`config.mk`:
```
export PLATFORM = sky130hd
export DESIGN_NAME = gray_ptr_gen
export DESIGN_NICKNAME = d
export VERILOG_FILES = /design/src/rtl/gray_ptr_gen.sv
export SDC_FILE = /design/constraint.sdc
export NUM_CORES = 1
export LEC_CHECK = 0
export CAP_MARGIN = 20
export CORE_MARGIN = 3
export CORE_UTILIZATION = 50
export CTS_CLUSTER_SIZE = 40
export DETAILED_ROUTE_END_ITERATION = 16
export GPL_ROUTABILITY_DRIVEN = 1
export PLACE_DENSITY = 0.84
export RECOVER_POWER = 25
export SKIP_LAST_GASP = 1
export SYNTH_ARGS = -nofsm -noshare
export SYNTH_HDL_FRONTEND = slang
export SYNTH_SLANG_ARGS = --single-unit
```
`constraint.sdc`:
```
create_clock -name clk_i -period 2.81 [get_ports clk_i]
set_input_delay 0.4215 -clock clk_i [delete_from_list [all_inputs] [get_ports clk_i]]
set_output_delay 0.4215 -clock clk_i [all_outputs]
set_load 0.02 [all_outputs]
```
`src/rtl/gray_ptr_gen.sv`:
```
// Per-domain async FIFO pointer generator: local binary/Gray pointer, remote pointer
// synchroniser, registered full (MODE=0) or empty (MODE=1) flag and fill level.
module gray_ptr_gen #(
    parameter int ADDR_WIDTH  = 4,
    parameter int SYNC_STAGES = 2,
    parameter int MODE        = 0
) (
    input  logic                  clk_i,
    input  logic                  rst_i,
    input  logic                  inc_i,
    input  logic [ADDR_WIDTH:0]   remote_gray_i,
    output logic [ADDR_WIDTH-1:0] addr_o,
    output logic [ADDR_WIDTH:0]   ptr_gray_o,
    output logic                  flag_o,
    output logic [ADDR_WIDTH:0]   level_o
);

    localparam int PTR_W = ADDR_WIDTH + 1;
    // Two MSBs set: a full FIFO sees the remote pointer with both top Gray bits inverted.
    localparam logic [PTR_W-1:0] FULL_MASK = (PTR_W)'(3) << (PTR_W - 2);
    localparam logic FLAG_RST = (MODE != 0);

    logic [PTR_W-1:0] bin_q;
    logic [PTR_W-1:0] bin_next;
    logic [PTR_W-1:0] gray_next;
    logic [PTR_W-1:0] sync_q [SYNC_STAGES];
    logic [PTR_W-1:0] sync_gray;
    logic [PTR_W-1:0] remote_bin;
    logic [PTR_W-1:0] level_next;
    logic             flag_next;
    logic             accept;

    assign accept    = inc_i & ~flag_o;
    assign bin_next  = bin_q + {{(PTR_W-1){1'b0}}, accept};
    assign gray_next = bin_next ^ (bin_next >> 1);
    assign sync_gray = sync_q[SYNC_STAGES-1];
    assign addr_o    = bin_q[ADDR_WIDTH-1:0];

    always_comb begin
        remote_bin = '0;
        for (int i = 0; i < PTR_W; i++) begin
            remote_bin[i] = ^(sync_gray >> i);
        end
    end

    always_comb begin
        flag_next  = 1'b0;
        level_next = '0;
        if (MODE != 0) begin
            flag_next  = (gray_next == sync_gray);
            level_next = remote_bin - bin_next;
        end else begin
            flag_next  = (gray_next == (sync_gray ^ FULL_MASK));
            level_next = bin_next - remote_bin;
        end
    end

    // Raw remote_gray_i lands directly in the first stage; nothing combinational in front.
    always_ff @(posedge clk_i or posedge rst_i) begin
        if (rst_i) begin
            for (int i = 0; i < SYNC_STAGES; i++) begin
                sync_q[i] <= '0;
            end
        end else begin
            sync_q[0] <= remote_gray_i;
            for (int i = 1; i < SYNC_STAGES; i++) begin
                sync_q[i] <= sync_q[i-1];
            end
        end
    end

    always_ff @(posedge clk_i or posedge rst_i) begin
        if (rst_i) begin
            bin_q      <= '0;
            ptr_gray_o <= '0;
            flag_o     <= FLAG_RST;
            level_o    <= '0;
        end else begin
            bin_q      <= bin_next;
            ptr_gray_o <= gray_next;
            flag_o     <= flag_next;
            level_o    <= level_next;
        end
    end

endmodule

```
==> reports/results.txt <==
The run finished with clean final reports. The number of flops mapped to enable cells by yosys is 0, and the peak ir drop on the vdd network is 0.799 mV. The logs give 8.3% for the relative contribution of the clock network to total power and 0 ps for the summed negative setup slack over all endpoints.

Setup-violating endpoint count in the final report: 0. On the final layout, the worst clock skew is 3.51 ps. The post-cts resize count is 0.

The clock input transition at the sequential cells of the worst setup and hold paths works out to 130 ps. The number of synthesized register bits is 25. The clock drives 25 sinks. Routed wire length: 2.06 mm.

Number of search-and-repair iterations in the first detailed-routing pass: 4. After global routing the overflow that remains totals 0. Per report_power, the combinational group accounts for 61.8% of the total. The run gives 40.6% as the remaining max-slew budget at the tightest pin. After synthesis, the share of flip-flops with an asynchronous set or reset is 100%. The run gives 3.48 mm as the wire length of the first global-routing pass. Final antenna-violating net count: 0.

Internal power comes to 1.14 mW. Counting every net in the synthesized netlist gives 100. The critical path goes through xnor3_2, xor2_2, xnor2_1, ha_1, fa_1, or3_1, a32oi_1, o22ai_1. The tools report the nature of the critical path endpoint as a flop. The tools report the standard-cell row count as 16.

The logs give 1 for the H-tree depth reported by CTS and 23 for the boundary pin count. For this run, design rule violations remaining after detail routing come to 0. By count the netlist is led by 25 x sky130_fd_sc_hd__dfrtp_1, 11 x sky130_fd_sc_hd__inv_1, 9 x sky130_fd_sc_hd__xnor2_1, 9 x sky130_fd_sc_hd__xor2_1, 5 x sky130_fd_sc_hd__ha_1.

By instance count, the leading cell after synthesis is sky130_fd_sc_hd__dfrtp_1. Synthesis produced a netlist whose cell count is 86. The clock period could shrink to 2700 ps. For met2 alone, demand over resource in global routing was 28.6%.

TritonCTS built the clock tree. Max-cap violations in this run came to 0. In this run the cell area of the synthesized design comes to 1150 um^2. The logs give 54.2% for the sequential element share of the synthesized area and 0.787 for the placer congestion estimate.

After clock tree synthesis, the setup repair step added 0 buffers. The final max-slew violation count was 0. Summed over all instances, the cell type with the most area after synthesis is sky130_fd_sc_hd__dfrtp_1. Measured along the y axis, the die boundary spans 54.1 um. The clock latency reported for the late side of the worst-skew pair is 320 ps, and the per-instance average area after synthesis is 13.4 um^2.

The final cycle utilization of the critical path works out to 96.1%. In this run the worst hold path is classified as flop to flop. The logs give 0 for the number of antenna diodes and 744 for the number of global-route vias before repair. The maximum number of pins on one net before global-route repair is 26, and the number of vias per cell after detailed routing is 4.96. For this run, the top clock speed supported by timing is 370 MHz. After the last flow step, the layout net total stands at 133. For the maximum count of clock buffers along a single path, the log shows 2.

Registers are responsible for 29.9% of the overall power. The total area inside the core boundary comes to 2080 um^2. The top cell type by area accounts for 54.2% of the synthesized area. Detailed placement finished with a half-perimeter wire length of 1.53 mm.

For met3 alone, demand over resource in global routing was 3.60%. The total number of yosys warnings is 0, and the average wire per standard cell is 14.2 um. The power density over cell area works out to 1300 nW/um^2. For this design the static power due to leakage is 0.689 nW. Across all layers, the routed design uses 719 vias. Starting DRC count in detailed routing: 15. The number of port buffers is 22, and the overall fraction of global-route tracks in use is 17.7%. The post-route netlist has 12.7% of its cells at a drive strength greater than 1. The tools report the cell at the root of the clock tree as sky130_fd_sc_hd__clkbuf_4.

STA puts the critical path data arrival time at 2910 ps. The tools report the net switching power figure as 0.788 mW. The initial utilization of the core area, before any placement, comes to 55.5%. The most used flip-flop cell after synthesis is sky130_fd_sc_hd__dfrtp_1. In the post-synthesis netlist, the biggest area contributors are sky130_fd_sc_hd__dfrtp_1 54%, sky130_fd_sc_hd__xnor2_1 6.8%, sky130_fd_sc_hd__xor2_1 6.8%. For the critical path data required time, the log shows 3020 ps. The logs give 0 for the number of buffers inserted by hold repair at cts and 0 for the initial antenna violation count.

Slowest stage cell on the critical path: sky130_fd_sc_hd__xnor3_2. Counting the buffers created by CTS gives 3. The area growth from synthesis to layout is 28.9%. The slew at the pin closest to its max-slew limit is 890 ps. Setup repair after global routing left no endpoint under its margin. On the worst path, the slowest cell contributes a delay of 490 ps. The total count of hold-check failures in the final report was 0; the floorplan die width was 54.1 um. The global routing stage identified its most utilized layer as met2. For the number of different library cells in the post-synthesis netlist, the log shows 24. Global-route met1 utilization: 22.5%. The switching power share of the total works out to 40.8%. The worst setup path is of the flop to flop kind. The overall power after layout was 1.93 mW; the peak fanout along the critical path was 3.

The type of element launching the critical path was a flop. Die footprint: 2920 um^2.
-- routing by layer --
layer	share of wire, %	wire length, um
met5	0	0
met4	2.3	48
met3	5.8	120
met2	49	1010
met1	43	881
-- sequential cells by signal, indices dropped and copies added (netlist names) --
register    count
sync_q          5
bin_q           5
level_o         5
flag_o          1
ptr_gray_o      4
sync_gray       5
-- power by group through the flow --
stage | registers [mW] | clock network (mW) | logic, mW
after floorplan | 0.705 | 0 | 0.632
after global placement | 0.579 | 0 | 1.16
after detailed placement | 0.586 | 0 | 1.18
after CTS | 0.579 | 0.164 | 1.21
after global routing | 0.594 | 0.182 | 1.31
final | 0.577 | 0.161 | 1.19
-- layout by cell type (no fill, tap or decap), types with 2 or more instances in the layout --
cell type / count
sky130_fd_sc_hd__inv_1: 11
sky130_fd_sc_hd__dfrtp_1: 25
sky130_fd_sc_hd__clkbuf_1: 2
sky130_fd_sc_hd__a221oi_1: 2
sky130_fd_sc_hd__clkbuf_4: 3
sky130_fd_sc_hd__ha_1: 5
sky130_fd_sc_hd__nor2b_1: 2
sky130_fd_sc_hd__or3_1: 2
sky130_fd_sc_hd__dlygate4sd3_1: 6
sky130_fd_sc_hd__buf_4: 6
sky130_fd_sc_hd__xnor2_1: 9
sky130_fd_sc_hd__xor2_1: 8
sky130_fd_sc_hd__nand2_1: 2
sky130_fd_sc_hd__clkdlybuf4s50_1: 16
sky130_fd_sc_hd__xnor3_1: 2
sky130_fd_sc_hd__nand3_1: 3
-- stage by stage --
stage                     hold WS, ps  utilization (%)  cell area, um^2  cells  worst slack (ps)
after floorplan                   331                -             1150     86               230
after global placement            332             70.0             1460    141              72.7
after detailed placement          335             70.0             1460    141             -24.2
after CTS                         364             71.3             1480    145              31.5
after global routing              371             71.5             1490    145              12.9
final                             363             71.5             1490    145               111
-- path summary, 6_finish.rpt --
| kind | end | depth (start not counted) | slack (ps) | from |
|---|---|---|---|---|
| max | level_o[4] | 8 | 110 | sync_gray[3] |
| min | sync_gray[4] | 0 | 360 | sync_q[9] |
| max reg2reg | level_o[4] | 8 | 110 | sync_gray[3] |
| min reg2reg | sync_gray[4] | 0 | 360 | sync_q[9] |
| max in group asynchronous | level_o[0] | 2 | 1560 | rst_i |
| min in group asynchronous | sync_q[9] | 2 | 710 | rst_i |
-- cell families (layout without fill, tap and decap cells) --
family	Yosys count	after routing	share of synthesized area, %
AO/OA/AOI/OAI	10	10	7.26
buffers and inverters	12	44	3.90
flip-flops	25	25	54.2
XOR/XNOR	22	22	21.9
AND/OR/NAND/NOR	11	11	5.63
adder cells (fa/ha/maj)	6	6	7.15
-- cell type report --
cell class	count	area, um^2
Inverter	11	41.3
Clock buffer	4	26.3
Tap cell	27	33.8
Fill cell	161	593
Sequential cell	25	626
Timing Repair Buffer	29	269
Multi-Input combinational cell	49	493
-- critical path, delay by kind of cell, from the launching register on --
kind / cells / cell delay, ps
xor gates and xnor gates: 3 / 820
adders and majority gates: 2 / 610
DFF: 1 / 420
and+or+nand+nor: 1 / 390
AOI/OAI and AO/OA: 2 / 330
Note: power is estimated with default switching activity, not from simulation.
